$ cat src/rtl/serial_subtractor.sv
// Bit-serial unsigned subtractor: Diff = A - B, one bit per clock, LSB first,
// using a single full-subtractor cell and a borrow flip-flop.
module serial_subtractor #(
  parameter int WIDTH = 4
) (
  input  logic             clk,
  input  logic             reset,
  input  logic             start,
  input  logic [WIDTH-1:0] A,
  input  logic [WIDTH-1:0] B,
  output logic [WIDTH-1:0] Diff,
  output logic             Borrow,
  output logic             busy,
  output logic             done
);

  localparam int CW = $clog2(WIDTH) + 1;
  localparam logic [CW-1:0] LAST = CW'(WIDTH - 1);

  typedef enum logic [1:0] {
    IDLE  = 2'd0,
    SHIFT = 2'd1,
    DONE  = 2'd2
  } state_t;

  state_t           state_r;
  state_t           state_next_s;
  logic [WIDTH-1:0] a_sr_r;
  logic [WIDTH-1:0] b_sr_r;
  logic [WIDTH-1:0] d_sr_r;
  logic             br_r;
  logic [CW-1:0]    cnt_r;
  logic             d_s;
  logic             bo_s;
  logic             last_s;

  // Full-subtractor cell: returns {borrow_out, difference}.
  function automatic logic [1:0] full_sub(input logic a, input logic b, input logic bin);
    logic diff;
    logic bout;
    diff = a ^ b ^ bin;
    bout = (~a & b) | (~(a ^ b) & bin);
    return {bout, diff};
  endfunction

  // Next-state decode and the combinational subtractor cell.
  always_comb begin
    state_next_s = state_r;
    {bo_s, d_s}  = full_sub(a_sr_r[0], b_sr_r[0], br_r);
    last_s       = (cnt_r == LAST);
    case (state_r)
      IDLE: begin
        if (start) state_next_s = SHIFT;
        else       state_next_s = IDLE;
      end
      SHIFT: begin
        if (last_s) state_next_s = DONE;
        else        state_next_s = SHIFT;
      end
      DONE: begin
        if (start) state_next_s = SHIFT;
        else       state_next_s = IDLE;
      end
      default: state_next_s = IDLE;
    endcase
  end

  // State, datapath and registered outputs; busy/done follow the next state.
  always_ff @(posedge clk) begin
    if (reset) begin
      state_r <= IDLE;
      a_sr_r  <= '0;
      b_sr_r  <= '0;
      d_sr_r  <= '0;
      br_r    <= 1'b0;
      cnt_r   <= '0;
      Diff    <= '0;
      Borrow  <= 1'b0;
      busy    <= 1'b0;
      done    <= 1'b0;
    end else begin
      state_r <= state_next_s;
      busy    <= (state_next_s == SHIFT);
      done    <= (state_next_s == DONE);
      case (state_r)
        IDLE, DONE: begin
          if (start) begin
            a_sr_r <= A;
            b_sr_r <= B;
            br_r   <= 1'b0;
            cnt_r  <= '0;
          end
        end
        SHIFT: begin
          a_sr_r <= {1'b0, a_sr_r[WIDTH-1:1]};
          b_sr_r <= {1'b0, b_sr_r[WIDTH-1:1]};
          d_sr_r <= {d_s, d_sr_r[WIDTH-1:1]};
          br_r   <= bo_s;
          cnt_r  <= cnt_r + CW'(1);
          // Publish on the final bit so the result includes it.
          if (last_s) begin
            Diff   <= {d_s, d_sr_r[WIDTH-1:1]};
            Borrow <= bo_s;
          end
        end
        default: begin
          cnt_r <= '0;
        end
      endcase
    end
  end

endmodule

$ cat config.mk
export PLATFORM = sky130hd
export DESIGN_NAME = serial_subtractor
export DESIGN_NICKNAME = d
export VERILOG_FILES = /design/src/rtl/serial_subtractor.sv
export SDC_FILE = /design/constraint.sdc
export NUM_CORES = 1
export LEC_CHECK = 0
export CORE_UTILIZATION = 40
export CTS_BUF_LIST = sky130_fd_sc_hd__clkbuf_4 sky130_fd_sc_hd__clkbuf_8
export DETAILED_ROUTE_END_ITERATION = 8
export GPL_TIMING_DRIVEN = 0
export PLACE_DENSITY = 0.69
export SYNTH_ARGS = -nofsm -noshare
export SYNTH_HDL_FRONTEND = slang
export SYNTH_SLANG_ARGS = --single-unit
$ cat constraint.sdc
create_clock -name clk -period 3.3 [get_ports clk]
set_input_delay 0.33 -clock clk [delete_from_list [all_inputs] [get_ports clk]]
set_output_delay 0.33 -clock clk [all_outputs]
set_load 0.01 [all_outputs]
; Word-level counts from Yosys, hierarchy flattened
; Index checks and enable logic that the tools add are counted.
[word_totals]
register_bits = 25
out_inout_bits = 7
inputBits = 11
[classes]
add_sub_neg = 1
n_eq_ne = 6
n_mux = 11
bitwise_logic = 7
reduce_logical = 5
[ops]
columns = operator, count
row1 = 4-bit case mux with 2 select lines, 2
row2 = 4-bit two-way mux, 2
row3 = 3-bit case mux with 2 select lines, 1
row4 = 2-bit by 1-bit == test with 1-bit output (second input constant), 2
row5 = 2-bit == test (second input constant), 2
row6 = 2-bit case mux with 2 select lines, 1
row7 = 2-bit AND reduction, 2
row8 = 3-bit by 1-bit adder with 3-bit output (second input constant), 1
row9 = 3-bit by 2-bit == test with 1-bit output (second input constant), 1
row10 = 3-bit two-way mux, 1
row11 = 1-bit bitwise AND, 2
row12 = 2-bit zero test, 1
row13 = 1-bit two-way mux, 2
row14 = 2-bit two-way mux, 1
row15 = 2-bit by 1-bit inequality test with 1-bit output (second input constant), 1
row16 = 1-bit NOT, 2
row17 = 1-bit case mux with 2 select lines, 1
row18 = 2-bit nonzero test, 1
row19 = 2-bit OR reduction, 1
row20 = 1-bit XOR, 2
row21 = 1-bit OR, 1

; Logic depth before layout (Yosys ltp)
[logic_depth]
word_depth = 5
mapped_depth = 6
depth_no_buf = 5

; Worst setup path after synthesis
; Ideal clock, no wire load.
[synth_timing]
path_kind = reg-to-reg
start = register cnt_r[0]
end = register Diff[0]
path_slack_ps = 2048
n_path_buf = 1
path_stages_with_launch = 7
t_arrival_ps = 1182
path_cell_list = dfxtp_1 -> ha_1 -> ha_1 -> buf_4 -> nand3b_1 -> nand2_1 -> a21oi_2
[synth_between]
elab_chain_len = 2
[synth_rtl]
columns = element, line
row1 = from (decl), 32  ; logic [CW-1:0] cnt_r;
row2 = from (signal assigned), 99  ; cnt_r <= cnt_r + CW'(1);
row3 = 3-bit by 2-bit == test with 1-bit output, 50  ; last_s = (cnt_r == LAST);
row4 = 2-bit AND reduction (no line), -
row5 = to (signal assigned), 102  ; Diff <= {d_s, d_sr_r[WIDTH-1:1]};
row6 = to (decl), 11  ; output logic [WIDTH-1:0] Diff,
; No other way between the ends.
; A chain may end at the register's enable or synchronous reset.

; Worst setup path in the final report
[layout_timing]
start = register Borrow
end = output port Borrow
[layout_lines]
columns = element, line
row1 = from (decl), 12  ; output logic Borrow,
row2 = from (signal assigned), 103  ; Borrow <= bo_s;
; No word-level cell between the ends.

==> impl_metrics.yaml <==
logic_synthesis:
  yosysTopAreaCell: "dfxtp_1"
  syn_area_per_cell_sq_um: 9.855
  syn_inst: 105
  synth_edf_count: 0
  netlist_area_sq_mm: 0.001035
  synth.yosys.seq_area_share: 0.4643
  synthArstFlopShare: 0
  synthFlopType: "dfxtp_1"
  yosys-top-cells-area: "dfxtp_1 46%, a21oi_2 5.1%, nand2_1 4.4%"
  yosys_warnings: 0
  synth.most_common_cell: "dfxtp_1"
  synth_top_area_frac: 0.4643
  synth_nets: 119
  synth_commonest_cells: "24 x dfxtp_1, 12 x nand2_1, 7 x nor2_1, 7 x nor3_1"
  ys_types: 28
  synth_seq_cells: 24
pwr:
  power_density_mw_per_mm2: 436.0
  combinationalPowerShare: 0.161
  total_power_uw: 557.5
  ir_drop_mv: 0.3021
  power_frac_seq: 0.563
  clock_power_share: 0.276
  internal_power_uw: 416.0
  p_leak_uw: 0.0004329
  swShare: 0.2538
  p_sw_uw: 141.5
critical_path:
  required_ns: 2.97
  cp-start-kind: "flop"
  path_class: "reg -> out"
  critPathArrivalTime_ns: 1.23
  crit_family: "buffers and inverters"
  rrSetupSlack_ns: 1.90
  cp_num_buf_inv: 1
  slowest_stage: "clkdlybuf4s50_1"
  critPathMaxStageDelay_ns: 0.54
  critPathMaxFanout: 2
  critical_path.endpoint_type: "primary output"
  path_cells: "clkdlybuf4s50_1"
final_layout:
  drive_gt1_frac: 0.2143
  diodes: 0
  final_nets: 141
  fin_cells: 156
  final_cell_area_sq_mm: 0.001279
  area_delta_synth_final_pct: 23.58
placement:
  place.gp.congestion: 0.7117
  placed_cell_area_sq_mm: 0.001242
  place_inst: 152
  hpwl_mm: 1.479
  dp_slack_ns: 1.574
  numPortBuffers: 17
floorplanning:
  io_pins: 18
  die_y_um: 52.86
  coreArea_sq_mm: 0.002455
  num_rows: 18
  fp.dieW_um: 52.86
  dieArea_sq_mm: 0.002794
  start_util: 0.4215
clocking:
  ctsHoldBuffers: 0
  postCtsSetupBuffers: 0
  clockRootBuffer: "clkbuf_4"
  ctsLongestPathBuffers: 2
  clk_latency_ns: 0.31
  cts_made_buffers: 3
  cts_tree: "done"
  ctsResizeCount: 0
  clock-sinks: 24
  clk_pin_slew_ns: 0.13
  cts_max_level: 1
sta:
  fin_setup_tns_ns: 0
  setup_viol: 0
  setup_slack_ns: 1.745
  maxSlewHeadroom: 0.5902
  min_period_ns: 1.555
  final_max_slew_viol_count: 0
  min_period_over_period: 0.4713
  hold_viol: 0
  max_freq_ghz: 0.6430
  fin_worst_skew_ns: 0.003219
  tightest_slew_ns: 0.6147
  rsz0062_at_grt: "false"
routing:
  viasPerCell: 5.135
  wire_per_inst_um: 13.03
  firstDrtPassIters: 5
  ant_nets: 0
  drt-total-wl_mm: 2.032
  drcViolationCount: 1
  num_vias: 801
  drtIter0Drc: 4
hold_path:
  min_path_type: "reg -> reg"
global_routing:
  gr-usage-all-layers: 0.1718
  antenna_found_initial: 0
  grt_pass1_wl_mm: 3.429
  grt_pass1_vias: 748
  grt-ovfl-total: 0
  grt_max_degree: 14
status:
  status: "complete, but fails checks"
  violations: "DRC"
flow_run:
  maxCapViolCount: 0
metrics by stage:
stage / util / hold slack, ns
floorplan: - / 0.3979
global placement: 0.5061 / 0.4473
detailed placement: 0.5061 / 0.4551
CTS: 0.5209 / 0.4727
global route: 0.5209 / 0.4959
finish: 0.5209 / 0.4701
layout by cell type (no fill, tap or decap):
master,Yosys,final
dfxtp_1,24,24
clkdlybuf4s50_1,0,17
nand2_1,12,12
nor2_1,7,7
nor3_1,7,7
a21oi_1,6,6
a21oi_2,6,6
o22ai_1,6,6
nand3_2,4,4
inv_1,3,3
clkbuf_1,3,3
buf_6,3,3
nand3_1,3,3
nor3_2,3,3
clkbuf_4,0,3
nand2b_2,2,2
nand3b_1,2,2
ha_1,2,2
nor2b_1,1,1
and2b_1,1,1
buf_12,1,1
nand2b_1,1,1
o32a_2,1,1
or3b_2,1,1
mux2i_1,1,1
buf_4,1,1
o21a_1,1,1
a311oi_1,1,1
a311oi_2,1,1
fa_1,1,1
clkbuf_8,0,1
area by class of cell:
type	instances	area (sq um)
Timing Repair Buffer	17	170.2
Buffer	8	72.57
Tap cell	30	37.54
Clock buffer	4	36.28
Fill cell	220	1176
Sequential cell	24	480.5
Inverter	3	11.26
Multi-Input combinational cell	70	470.5
metal layers:
layer,global-route usage,share of wire
met1,0.2116,0.45
met3,0.02586,0.026
met4,0.08772,0.018
met2,0.2869,0.51
met5,0,0
power groups by stage:
stage               registers [uW]  logic (uW)  clock network [uW]
finish                         314        89.5                 154
global route                   316        97.9                 173
CTS                            314        89.8                 157
detailed placement             321        89.2                   0
global placement               320        86.3                   0
floorplan                      319        60.3                   0
worst paths after layout:
| check | end | start | depth (start not counted) |
|---|---|---|---|
| max reg2reg | Diff[1] | cnt_r[0] | 6 |
| min | Diff[0] | d_sr_r[1] | 2 |
| min reg2reg | Diff[0] | d_sr_r[1] | 2 |
| max | Borrow | Borrow | 1 |
kinds of logic after synthesis:
kind of cell	count (synthesis)	share of synthesized area
multiplexers	1	0.009674
buffers and inverters	11	0.08102
flip-flops	24	0.4643
AND/OR/NAND/NOR	44	0.2443
AO/OA/AOI/OAI	22	0.1572
adder cells (fa/ha/maj)	3	0.04353
registers in the layout, indices dropped and copies added, names as in the netlist:
register and count:
d_sr_r 3, done 1, b_sr_r 4, a_sr_r 4
busy 1, cnt_r 3, state_r 2, br_r 1
Diff 4, Borrow 1
Note: power is estimated with default switching activity, not from simulation.
